`config.mk`:
```
export PLATFORM = sky130hd
export DESIGN_NAME = sccb_cfg_sequencer
export DESIGN_NICKNAME = d
export VERILOG_FILES = /design/src/rtl/sccb_cfg_sequencer.sv
export SDC_FILE = /design/constraint.sdc
export NUM_CORES = 1
export LEC_CHECK = 0
export CORE_AREA = 3 3 88 90
export CTS_CLUSTER_SIZE = 25
export DETAILED_ROUTE_END_ITERATION = 8
export DIE_AREA = 0 0 91 93
export SYNTH_ARGS = -nofsm -noshare
export SYNTH_HDL_FRONTEND = slang
export SYNTH_SLANG_ARGS = --single-unit
```
`constraint.sdc`:
```
create_clock -name clk25 -period 3.3 [get_ports clk25]
set_input_delay 0.495 -clock clk25 [delete_from_list [all_inputs] [get_ports clk25]]
set_output_delay 0.495 -clock clk25 [all_outputs]
set_load 0.005 [all_outputs]
```
`src/rtl/sccb_cfg_sequencer.sv`:
```
// sccb_cfg_sequencer: walks a register table ROM and hands each {reg, val}
// entry to an SCCB byte writer, with timed delay entries and an end marker.
// Entry words: 0xFFFF ends the pass, 0xFFF0 waits DELAY_CYC cycles, anything
// else is a register write.
// Optional feature: define SCCB_CFG_RETRY_EN to retry a nacked write up to
// three times before the pass aborts; without it the first nack aborts.
// Writer handshake: wr_req rises with wr_addr/wr_data already registered and
// stays high, with both held stable, until wr_ack or wr_nack is sampled;
// wr_req drops on the following cycle. Responses outside WAIT_WR are ignored.
module sccb_cfg_sequencer #(
    parameter int TABLE_LEN = 64,
    parameter int DELAY_CYC = 250000
) (
    input  logic        clk25,
    input  logic        rst_n,
    input  logic        start,
    output logic [7:0]  tbl_addr,
    input  logic [15:0] tbl_data,
    output logic        wr_req,
    output logic [7:0]  wr_addr,
    output logic [7:0]  wr_data,
    input  logic        wr_ack,
    input  logic        wr_nack,
    output logic        busy,
    output logic        done,
    output logic        err,
    output logic [2:0]  state_dbg
);

    typedef enum logic [2:0] {
        ST_IDLE    = 3'd0,
        ST_FETCH   = 3'd1,
        ST_DECODE  = 3'd2,
        ST_ISSUE   = 3'd3,
        ST_WAIT_WR = 3'd4,
        ST_DELAY   = 3'd5,
        ST_FINISH  = 3'd6,
        ST_FAIL    = 3'd7
    } state_t;

    localparam logic [15:0] END_WORD   = 16'hFFFF;
    localparam logic [15:0] DELAY_WORD = 16'hFFF0;
    localparam logic [8:0]  LAST_CNT   = 9'(TABLE_LEN);
    localparam logic [19:0] DLY_LOAD   = 20'(DELAY_CYC - 1);

    state_t      state_q, state_d;
    logic [7:0]  tbl_addr_q, tbl_addr_d;
    logic        wr_req_q, wr_req_d;
    logic [7:0]  wr_addr_q, wr_addr_d;
    logic [7:0]  wr_data_q, wr_data_d;
    logic        busy_q, busy_d;
    logic        done_q, done_d;
    logic        err_q, err_d;
    logic [19:0] dly_q, dly_d;
`ifdef SCCB_CFG_RETRY_EN
    logic [1:0]  retry_q, retry_d;
`endif

    // Count of entries consumed if the current one completes; 9 bits so that
    // TABLE_LEN = 256 compares without the address wrapping to 0.
    logic [8:0] next_cnt;
    logic       advance;

    assign next_cnt = {1'b0, tbl_addr_q} + 9'd1;

    // Next-state and datapath: every _d defaults to hold, cases override.
    always_comb begin
        state_d    = state_q;
        tbl_addr_d = tbl_addr_q;
        wr_req_d   = wr_req_q;
        wr_addr_d  = wr_addr_q;
        wr_data_d  = wr_data_q;
        busy_d     = busy_q;
        done_d     = done_q;
        err_d      = err_q;
        dly_d      = dly_q;
`ifdef SCCB_CFG_RETRY_EN
        retry_d    = retry_q;
`endif
        advance    = 1'b0;

        case (state_q)
            ST_IDLE, ST_FINISH, ST_FAIL: begin
                if (start) begin
                    state_d    = ST_FETCH;
                    tbl_addr_d = 8'd0;
                    busy_d     = 1'b1;
                    done_d     = 1'b0;
                    err_d      = 1'b0;
                end
            end
            ST_FETCH: begin
                // ROM word for tbl_addr appears after this cycle.
                state_d = ST_DECODE;
`ifdef SCCB_CFG_RETRY_EN
                retry_d = 2'd0;
`endif
            end
            ST_DECODE: begin
                if (tbl_data == END_WORD) begin
                    state_d = ST_FINISH;
                    busy_d  = 1'b0;
                    done_d  = 1'b1;
                end else if (tbl_data == DELAY_WORD) begin
                    state_d = ST_DELAY;
                    dly_d   = DLY_LOAD;
                end else begin
                    state_d = ST_ISSUE;
                end
            end
            ST_ISSUE: begin
                // tbl_addr is unchanged, so tbl_data still holds this entry
                // (also on a retry).
                wr_addr_d = tbl_data[15:8];
                wr_data_d = tbl_data[7:0];
                wr_req_d  = 1'b1;
                state_d   = ST_WAIT_WR;
            end
            ST_WAIT_WR: begin
                // A nack wins over a simultaneous ack.
                if (wr_nack) begin
                    wr_req_d = 1'b0;
`ifdef SCCB_CFG_RETRY_EN
                    if (retry_q != 2'd3) begin
                        retry_d = retry_q + 2'd1;
                        state_d = ST_ISSUE;
                    end else begin
                        state_d = ST_FAIL;
                        busy_d  = 1'b0;
                        err_d   = 1'b1;
                    end
`else
                    state_d = ST_FAIL;
                    busy_d  = 1'b0;
                    err_d   = 1'b1;
`endif
                end else if (wr_ack) begin
                    wr_req_d = 1'b0;
                    advance  = 1'b1;
                end
            end
            ST_DELAY: begin
                if (dly_q == 20'd0) begin
                    advance = 1'b1;
                end else begin
                    dly_d = dly_q - 20'd1;
                end
            end
            default: begin
                state_d = ST_IDLE;
            end
        endcase

        // Move to the next entry, or finish once TABLE_LEN entries are used.
        if (advance) begin
            if (next_cnt == LAST_CNT) begin
                state_d = ST_FINISH;
                busy_d  = 1'b0;
                done_d  = 1'b1;
            end else begin
                tbl_addr_d = next_cnt[7:0];
                state_d    = ST_FETCH;
            end
        end
    end

    // State and datapath registers with asynchronous active-low reset.
    always_ff @(posedge clk25 or negedge rst_n) begin
        if (!rst_n) begin
            state_q    <= ST_IDLE;
            tbl_addr_q <= 8'd0;
            wr_req_q   <= 1'b0;
            wr_addr_q  <= 8'd0;
            wr_data_q  <= 8'd0;
            busy_q     <= 1'b0;
            done_q     <= 1'b0;
            err_q      <= 1'b0;
            dly_q      <= 20'd0;
`ifdef SCCB_CFG_RETRY_EN
            retry_q    <= 2'd0;
`endif
        end else begin
            state_q    <= state_d;
            tbl_addr_q <= tbl_addr_d;
            wr_req_q   <= wr_req_d;
            wr_addr_q  <= wr_addr_d;
            wr_data_q  <= wr_data_d;
            busy_q     <= busy_d;
            done_q     <= done_d;
            err_q      <= err_d;
            dly_q      <= dly_d;
`ifdef SCCB_CFG_RETRY_EN
            retry_q    <= retry_d;
`endif
        end
    end

    assign tbl_addr  = tbl_addr_q;
    assign wr_req    = wr_req_q;
    assign wr_addr   = wr_addr_q;
    assign wr_data   = wr_data_q;
    assign busy      = busy_q;
    assign done      = done_q;
    assign err       = err_q;
    assign state_dbg = state_q;

endmodule
```
==> results of run 1 <==
## worst min path at each step
stage	end	start	slack, ns	cells past startpoint
after detailed placement	wr_data[5]$_DFFE_PN0P_	wr_data[5]$_DFFE_PN0P_	0.49	1
after CTS	wr_addr[7]$_DFFE_PN0P_	rst_n	0.20	1
after floorplan	busy$_DFF_PN0_	rst_n	0.20	0
after global routing	wr_addr[6]$_DFFE_PN0P_	rst_n	0.22	1
after global placement	wr_data[5]$_DFFE_PN0P_	wr_data[5]$_DFFE_PN0P_	0.49	1
final	wr_data[0]$_DFFE_PN0P_	rst_n	0.18	1
## final cells by class
| class | instances | area share [%] |
|---|---|---|
| Multi-Input combinational cell | 196 | 38.8 |
| Sequential cell | 51 | 37.9 |
| Timing Repair Buffer | 54 | 15.7 |
| Tap cell | 99 | 3.68 |
| Clock buffer | 5 | 2.04 |
| Inverter | 13 | 1.45 |
| Clock inverter | 3 | 0.446 |
## logic make-up (layout without fill, tap and decap cells)
| logic type | Yosys count | after routing | share of synthesized area, % |
|---|---|---|---|
| buffers and inverters | 26 | 75 | 4.00 |
| XOR/XNOR | 7 | 7 | 2.28 |
| adder cells (fa/ha/maj) | 3 | 3 | 1.39 |
| flip-flops | 51 | 51 | 47.4 |
| AND/OR/NAND/NOR | 102 | 102 | 20.6 |
| multiplexers | 23 | 23 | 9.29 |
| AO/OA/AOI/OAI | 61 | 61 | 15.1 |
## worst max-delay path, cell delays in order (launching register included)
cell and delay, ns:
dfrtp_1 0.43, inv_1 0.09, ha_1 0.13, or4b_1 0.41, or4_1 0.52, o21a_1 0.35
a22o_1 0.24, a221o_1 0.33
## registers in the layout (all words and copies together) (netlist names)
register / flops
busy: 1
done: 1
err: 1
tbl_addr: 8
wr_data: 8
wr_addr: 8
wr_req: 1
dly_q: 20
state_dbg: 3
## Yosys cell counts (all sizes together) (2+ instances only)
library cell / n / area share [%]
dfrtp: 51 / 47
nand2: 19 / 2.6
o21ai: 17 / 3.2
mux2: 16 / 6.7
nor2: 15 / 2.1
inv: 13 / 1.8
a21oi: 11 / 2.0
nand3: 11 / 2.0
nand4: 11 / 2.6
clkbuf: 9 / 1.3
nor4: 9 / 2.1
mux2i: 7 / 2.6
nor3: 7 / 1.3
or3: 6 / 1.4
or4: 6 / 1.8
a211o: 5 / 1.6
and3: 4 / 0.93
buf: 4 / 0.93
nand2b: 4 / 0.93
o211ai: 4 / 1.1
xnor2: 4 / 1.3
a22oi: 3 / 0.84
ha: 3 / 1.4
nor2b: 3 / 0.70
o21a: 3 / 0.84
o22ai: 3 / 0.70
o311ai: 3 / 0.98
o41ai: 3 / 0.98
xor2: 3 / 0.98
o31ai: 2 / 0.56
or2: 2 / 0.46
## metal layers
layer	GRT usage (%)	wire length, um	up-vias	part of all wire [%]
met5	0	0	-	0
met4	3.39	55	0	0.90
met3	3.30	230	7	3.8
met2	23.5	2800	36	46
met1	20.2	3010	1073	49
li1	-	-	1112	-
## stage by stage
stage	hold slack (ns)	area (sq um)	power (W)
final	0.179	3370	0.00217
after global routing	0.216	3370	0.00234
after global placement	0.489	3290	0.00183
after CTS	0.199	3370	0.00220
after detailed placement	0.493	3290	0.00184
after floorplan	0.199	2690	0.00141
## power by group
group	internal, W	switching, W
clock	0.000146	0.000210
combinational	0.000510	0.000317
sequential	0.000805	0.000185
==> results.toml, run 1 <==
[cells_and_area]
finalNonFillerCells = 421
drive_gt1_share_pct = 9.63
areaGrowthSynthToFinish_pct = 25.1
fillers = 701
final_cell_mix = "dfrtp_1, clkdlybuf4s50_1, nand2_1"
antenna_cells = 0
multiInputGateArea_sq_um = 1310
layout_commonest_cell = "dfrtp_1"
final_util_pct = 47.2
seq_area_sq_um = 1280
final_nets = 345

[sta]
layout_setup_ws_ns = 0.683
rsz0062_at_grt = "false"
tightest_slew_ns = 0.669
final_hold_viol_count = 0
maxSlewHeadroom_pct = 55.3
fin_worst_skew_ns = 0.00922
setup_viol = 0
fmax_ghz = 0.382
fin_crit_ns = 2.62
fin_tns_setup_ns = 0
final.period_utilization_pct = 79.3
finalMaxSlewViolations = 0

[global_route]
antenna_found_initial = 0
gr-usage-all-layers_pct = 14.6
grt_pass1_vias = 2147
grt_pass1_wl_mm = 10.3
grt.overflow.total = 0
grt_max_degree = 28

[placed_design]
place_inst = 413
dp_hpwl_mm = 4.43
place.gp.congestion = 0.820
port_buffers = 51
post-place-ws_ns = 0.537

[power]
leakagePower_nw = 1.23
irDropWorstVdd_mv = 0.372
powerDensity_nw_per_um2 = 645

[setup_path]
end_kind = "register"
cp-start-kind = "register"
r2r-start = "dly_q[0]$_DFFE_PN0P_"
cp.arrival_ns = 2.81
crit_type = "reg -> reg"
reg2reg_to = "state_dbg[2]$_DFFE_PN0P_"
crit_end = "state_dbg[2]$_DFFE_PN0P_"
cp.required_ns = 3.49
crit_fanout = 10
timing.critical_path.from = "dly_q[0]$_DFFE_PN0P_"
ff2ff_setup_slack_ns = 0.68
rr_worst_depth = 7

[clock_tree]
clockBufferDepth = 2
cts.clk_slew.worst_paths_ns = 0.10
post_cts_buffers = 0
cts_made_buffers = 5
htreeDepth = 2
cts_tree = "yes"
post_cts_resized = 0
clk_latency_ns = 0.31
cts_hold_buf = 0
numClockSinks = 51
clockRootBuffer = "clkbuf_8"

[run_status]
status = "completed"

[floorplan]
rows = 31
fp.dieH_um = 93
die_width_um = 91
fp.coreArea_sq_um = 7140
io-pin-count = 52
initial_core_util_pct = 37.7
die_area_sq_um = 8460

[synth]
synth.cell_area_sq_um = 2690
synth_nets = 297
synth_seq_area_share_pct = 47.4
syn_avg_cell_area_sq_um = 9.86
yosysUniqueCellTypes = 47
synth_edf_count = 0
synthFlopType = "dfrtp_1"
ys_ff_latch = 51
syn_inst = 273
synthArstFlopShare_pct = 100
ys.warnings.count = 0

[run]
cap_viol_max_count = 0

[drt]
viasPerCell = 5.29
via_count = 2228
wire_per_inst_um = 14.5
routed_wl_mm = 6.10
drc_errors = 0
ant_nets = 0
drt_iter0_drc = 119
dr.pass1.iters = 4

[min_path]
holdCritPathClass = "in -> async"
No activity file was read; power rests on OpenSTA's default activity.
==> inputs of run 2 (changes only) <==
clock period = 2.3 ns   (was 3.3 ns; I/O delays follow)
==> results.toml, run 2 (synthesis results as in run 1) <==
[floorplan]
io-pin-count = 52
die_area_sq_um = 8460
initial_core_util_pct = 37.7
fp.dieH_um = 93
rows = 31
fp.coreArea_sq_um = 7140
die_width_um = 91

[run_status]
status = "finished with violations"
violations = "setup timing"

[clock_tree]
htreeDepth = 2
cts_made_buffers = 5
clockRootBuffer = "clkbuf_8"
cts_tree = "yes"
numClockSinks = 51
clockBufferDepth = 2
cts_hold_buf = 0
cts.clk_slew.worst_paths_ns = 0.11
clk_latency_ns = 0.31

[global_route]
gr-usage-all-layers_pct = 16.1
grt_pass1_wl_mm = 11.4
grt_max_degree = 52
grt.overflow.total = 0
antenna_found_initial = 0
grt_pass1_vias = 2466

[drt]
viasPerCell = 5.31
wire_per_inst_um = 14.0
ant_nets = 0
drc_errors = 0
via_count = 2443
dr.pass1.iters = 4
drt_iter0_drc = 129
routed_wl_mm = 6.43

[run]
cap_viol_max_count = 0

[sta]
fin_tns_setup_ns = -0.0634
fin_worst_skew_ns = 0.0134
setup_viol = 2
finalMaxSlewViolations = 0
hold_ws_ns = 0.0170
final.period_utilization_pct = 102
rsz0062_at_grt = "true"
layout_setup_ws_ns = -0.0494
tightest_slew_ns = 0.558
fmax_ghz = 0.426
fin_crit_ns = 2.35
final_hold_viol_count = 0
maxSlewHeadroom_pct = 62.7

[cells_and_area]
final_cell_mix = "dfrtp_1, clkdlybuf4s50_1, buf_4"
drive_gt1_share_pct = 23.5
areaGrowthSynthToFinish_pct = 40.2
finalNonFillerCells = 460
antenna_cells = 0
layout_commonest_cell = "dfrtp_1"
final_util_pct = 52.9
final_nets = 384
fillers = 654
largest_reg_flops = 20
regMostFlops = "dly_q"
final_area_sq_um = 3770

[setup_path]
cp.required_ns = 2.51
cp.arrival_ns = 2.56
crit_type = "reg -> reg"
crit_fanout = 4
cp-start-kind = "register"
end_kind = "register"

[placed_design]
dp_hpwl_mm = 4.65
place_inst = 449
place.gp.congestion = 0.790
dpl_cell_area_sq_um = 3570
port_buffers = 51

[power]
irDropWorstVdd_mv = 0.527
powerDensity_nw_per_um2 = 888
leakagePower_nw = 1.45

[min_path]
holdCritPathClass = "in -> async"
-- run 2: area by class of cell --
cell class	instances	area, sq um	area share [%]
clock buffers	5	68.8	1.82
flip-flops and latches	51	1280	33.8
repair buffers	93	845	22.4
inverters	13	48.8	1.29
clock inverters	3	22.5	0.597
multi-input cells	196	1390	36.8
well taps	99	124	3.28
-- run 2: where the power goes --
group,internal [W],switching (W)
Clock,0.000219,0.000319
Combinational,0.000889,0.000597
Sequential,0.00116,0.000173
Total,0.00226,0.00109
-- run 2: routing by layer --
layer  wire (um)  global-route usage [%]  vias to the layer above
met4          59                    3.39                        0
met1        2990                    20.6                     1180
met3         280                    3.62                        6
met5           0                       0                        -
li1            -                       -                     1201
met2        3100                    28.0                       56
-- run 2: path summary, 6_finish.rpt --
| path | from | to | slack [ns] | cells after the start |
|---|---|---|---|---|
| worst min register to register | dly_q[6]$_DFFE_PN0P_ | dly_q[6]$_DFFE_PN0P_ | 0.51 | 1 |
| worst max register to register | dly_q[0]$_DFFE_PN0P_ | state_dbg[2]$_DFFE_PN0P_ | -0.05 | 7 |
| min in group clk25 | dly_q[6]$_DFFE_PN0P_ | dly_q[6]$_DFFE_PN0P_ | 0.51 | 1 |
| max in group asynchronous | rst_n | dly_q[10]$_DFFE_PN0P_ | 2.05 | 2 |
| worst min-delay path | rst_n | wr_addr[2]$_DFFE_PN0P_ | 0.02 | 2 |
| worst max-delay path | dly_q[0]$_DFFE_PN0P_ | state_dbg[2]$_DFFE_PN0P_ | -0.05 | 7 |
-- run 2: repair_timing --
| item | 4_1_cts | 5_1_grt |
|---|---|---|
| pin swaps | 1 | 1 |
| endpoints found under the setup margin | 21 | 33 |
| endpoints found under the hold margin | 0 | 0 |
| gates resized for setup | 8 | 22 |
| buffers inserted | 2 | 1 |
-- run 2: worst max-delay path: stages, from the launching register on --
cell and delay [ns]:
dfrtp_1 0.40, inv_2 0.06, ha_1 0.13, or4b_4 0.44, or4_4 0.46, o21a_4 0.23
a22o_1 0.19, a221o_1 0.33
-- run 2: stage by stage --
| stage | power (W) | setup WS (ns) |
|---|---|---|
| after floorplan | 0.00202 | -0.184 |
| after global placement | 0.00274 | -0.103 |
| after detailed placement | 0.00276 | -0.182 |
| after CTS | 0.00334 | -0.0390 |
| after global routing | 0.00361 | -0.123 |
| final | 0.00335 | -0.0494 |
==> inputs of run 3 (changes only) <==
GPL_TIMING_DRIVEN = 0   (was not set)
==> results.toml, run 3 (synthesis results as in run 1) <==
[clock_tree]
cts_made_buffers = 5
clockRootBuffer = "clkbuf_8"
cts.clk_slew.worst_paths_ns = 0.10
clockBufferDepth = 2
cts_tree = "yes"
clk_latency_ns = 0.31
cts_hold_buf = 0
numClockSinks = 51
htreeDepth = 2

[setup_path]
cp.arrival_ns = 2.63
ff2ff_setup_slack_ns = -0.13
end_kind = "register"
cp.required_ns = 2.50
cp-start-kind = "register"
crit_fanout = 7
crit_type = "reg -> reg"

[sta]
tightest_slew_ns = 0.658
rsz0062_at_grt = "true"
final.period_utilization_pct = 106
final_hold_viol_count = 8
layout_setup_ws_ns = -0.131
hold_ws_ns = -0.00566
maxSlewHeadroom_pct = 55.7
finalMaxSlewViolations = 0
fin_crit_ns = 2.43
fmax_ghz = 0.411
setup_viol = 15
fin_worst_skew_ns = 0.0152

[cells_and_area]
layout_commonest_cell = "dfrtp_1"
regMostFlops = "dly_q"
final_cell_mix = "dfrtp_1, clkdlybuf4s50_1, nand2_1"
seq_area_sq_um = 1280
antenna_cells = 0
largest_reg_flops = 20
final_nets = 370
final_area_sq_um = 3720
multiInputGateArea_sq_um = 1450
drive_gt1_share_pct = 19.9
areaGrowthSynthToFinish_pct = 38.0
fillers = 656

[drt]
drt_iter0_drc = 148
drc_errors = 0
via_count = 2384
viasPerCell = 5.35
ant_nets = 0
routed_wl_mm = 6.48
wire_per_inst_um = 14.5
dr.pass1.iters = 4

[run]
cap_viol_max_count = 0

[min_path]
holdCritPathClass = "in -> async"

[power]
irDropWorstVdd_mv = 0.508
leakagePower_nw = 1.38
powerDensity_nw_per_um2 = 934

[run_status]
violations = "hold timing, setup timing"
status = "finished with violations"

[floorplan]
rows = 31
die_area_sq_um = 8460
die_width_um = 91
io-pin-count = 52
fp.dieH_um = 93
fp.coreArea_sq_um = 7140
initial_core_util_pct = 37.7

[global_route]
grt_max_degree = 32
antenna_found_initial = 0
grt_pass1_wl_mm = 10.9
grt_pass1_vias = 2333
gr-usage-all-layers_pct = 15.6
grt.overflow.total = 0

[placed_design]
dpl_cell_area_sq_um = 3340
post-place-ws_ns = -0.342
dp_hpwl_mm = 4.56
place.gp.congestion = 0.803
port_buffers = 51
run 3: cell count changes in the layout (fill, tap and decap cells not counted), sizes merged:
cell and change:
buf -22, clkbuf +9, clkinv -2, bufinv +1
run 3: cell type report:
type	instances	share of cell area (%)
clock buffers	6	2.22
clock inverters	2	1.04
inverters	13	1.31
repair buffers	69	17.6
well taps	99	3.33
multi-input cells	196	39.0
flip-flops and latches	51	34.3
plain buffers	10	1.14
run 3: path summary, 6_finish.rpt:
path | start | endpoint | cells past startpoint
min in group clk25 | wr_data[7]$_DFFE_PN0P_ | wr_data[7]$_DFFE_PN0P_ | 1
max reg2reg | dly_q[1]$_DFFE_PN0P_ | state_dbg[2]$_DFFE_PN0P_ | 7
min | rst_n | dly_q[16]$_DFFE_PN0P_ | 1
min reg2reg | wr_data[7]$_DFFE_PN0P_ | wr_data[7]$_DFFE_PN0P_ | 1
max | dly_q[1]$_DFFE_PN0P_ | state_dbg[2]$_DFFE_PN0P_ | 7
max in group asynchronous | rst_n | tbl_addr[0]$_DFF_PN0_ | 2
run 3: critical path: stages (launching register included):
cell	delay, ns
dfrtp_1	0.41
inv_2	0.09
ha_4	0.12
or4b_4	0.44
or4_4	0.49
o21a_4	0.27
a22o_1	0.20
a221o_1	0.30
run 3: per-layer routing:
layer  vias to the layer above  track usage (%)  part of all wire, %
met4                         0             3.77                  1.1
li1                       1164                -                    -
met1                      1174             20.6                   46
met5                         -                0                    0
met2                        40             25.9                   49
met3                         6             3.86                  4.0
run 3: stage by stage:
| stage | cells | TNS (ns) | utilization, % | power (W) |
|---|---|---|---|---|
| 2_1_floorplan | 273 | -0.342 | - | 0.00202 |
| 3_3_place_gp | 423 | -48.04 | 46.7 | 0.00265 |
| 3_5_place_dp | 424 | -6.38 | 46.9 | 0.00266 |
| 4_1_cts | 441 | -4.16 | 50.6 | 0.00343 |
| 5_1_grt | 446 | -2.89 | 52.1 | 0.00372 |
| 6_report | 446 | -0.886 | 52.1 | 0.00347 |
run 3: repair_timing:
| action | CTS | global route |
|---|---|---|
| buffers inserted | 8 | 9 |
| gates resized for setup | 21 | 18 |
| gates cloned | 1 | 0 |
| pin swaps | 6 | 7 |
| setup endpoints to repair | 30 | 43 |
run 3: power breakdown:
| part | switching (W) | internal [W] |
|---|---|---|
| sequential | 0.000201 | 0.00116 |
| combinational | 0.000587 | 0.000857 |
| clock | 0.000312 | 0.000358 |
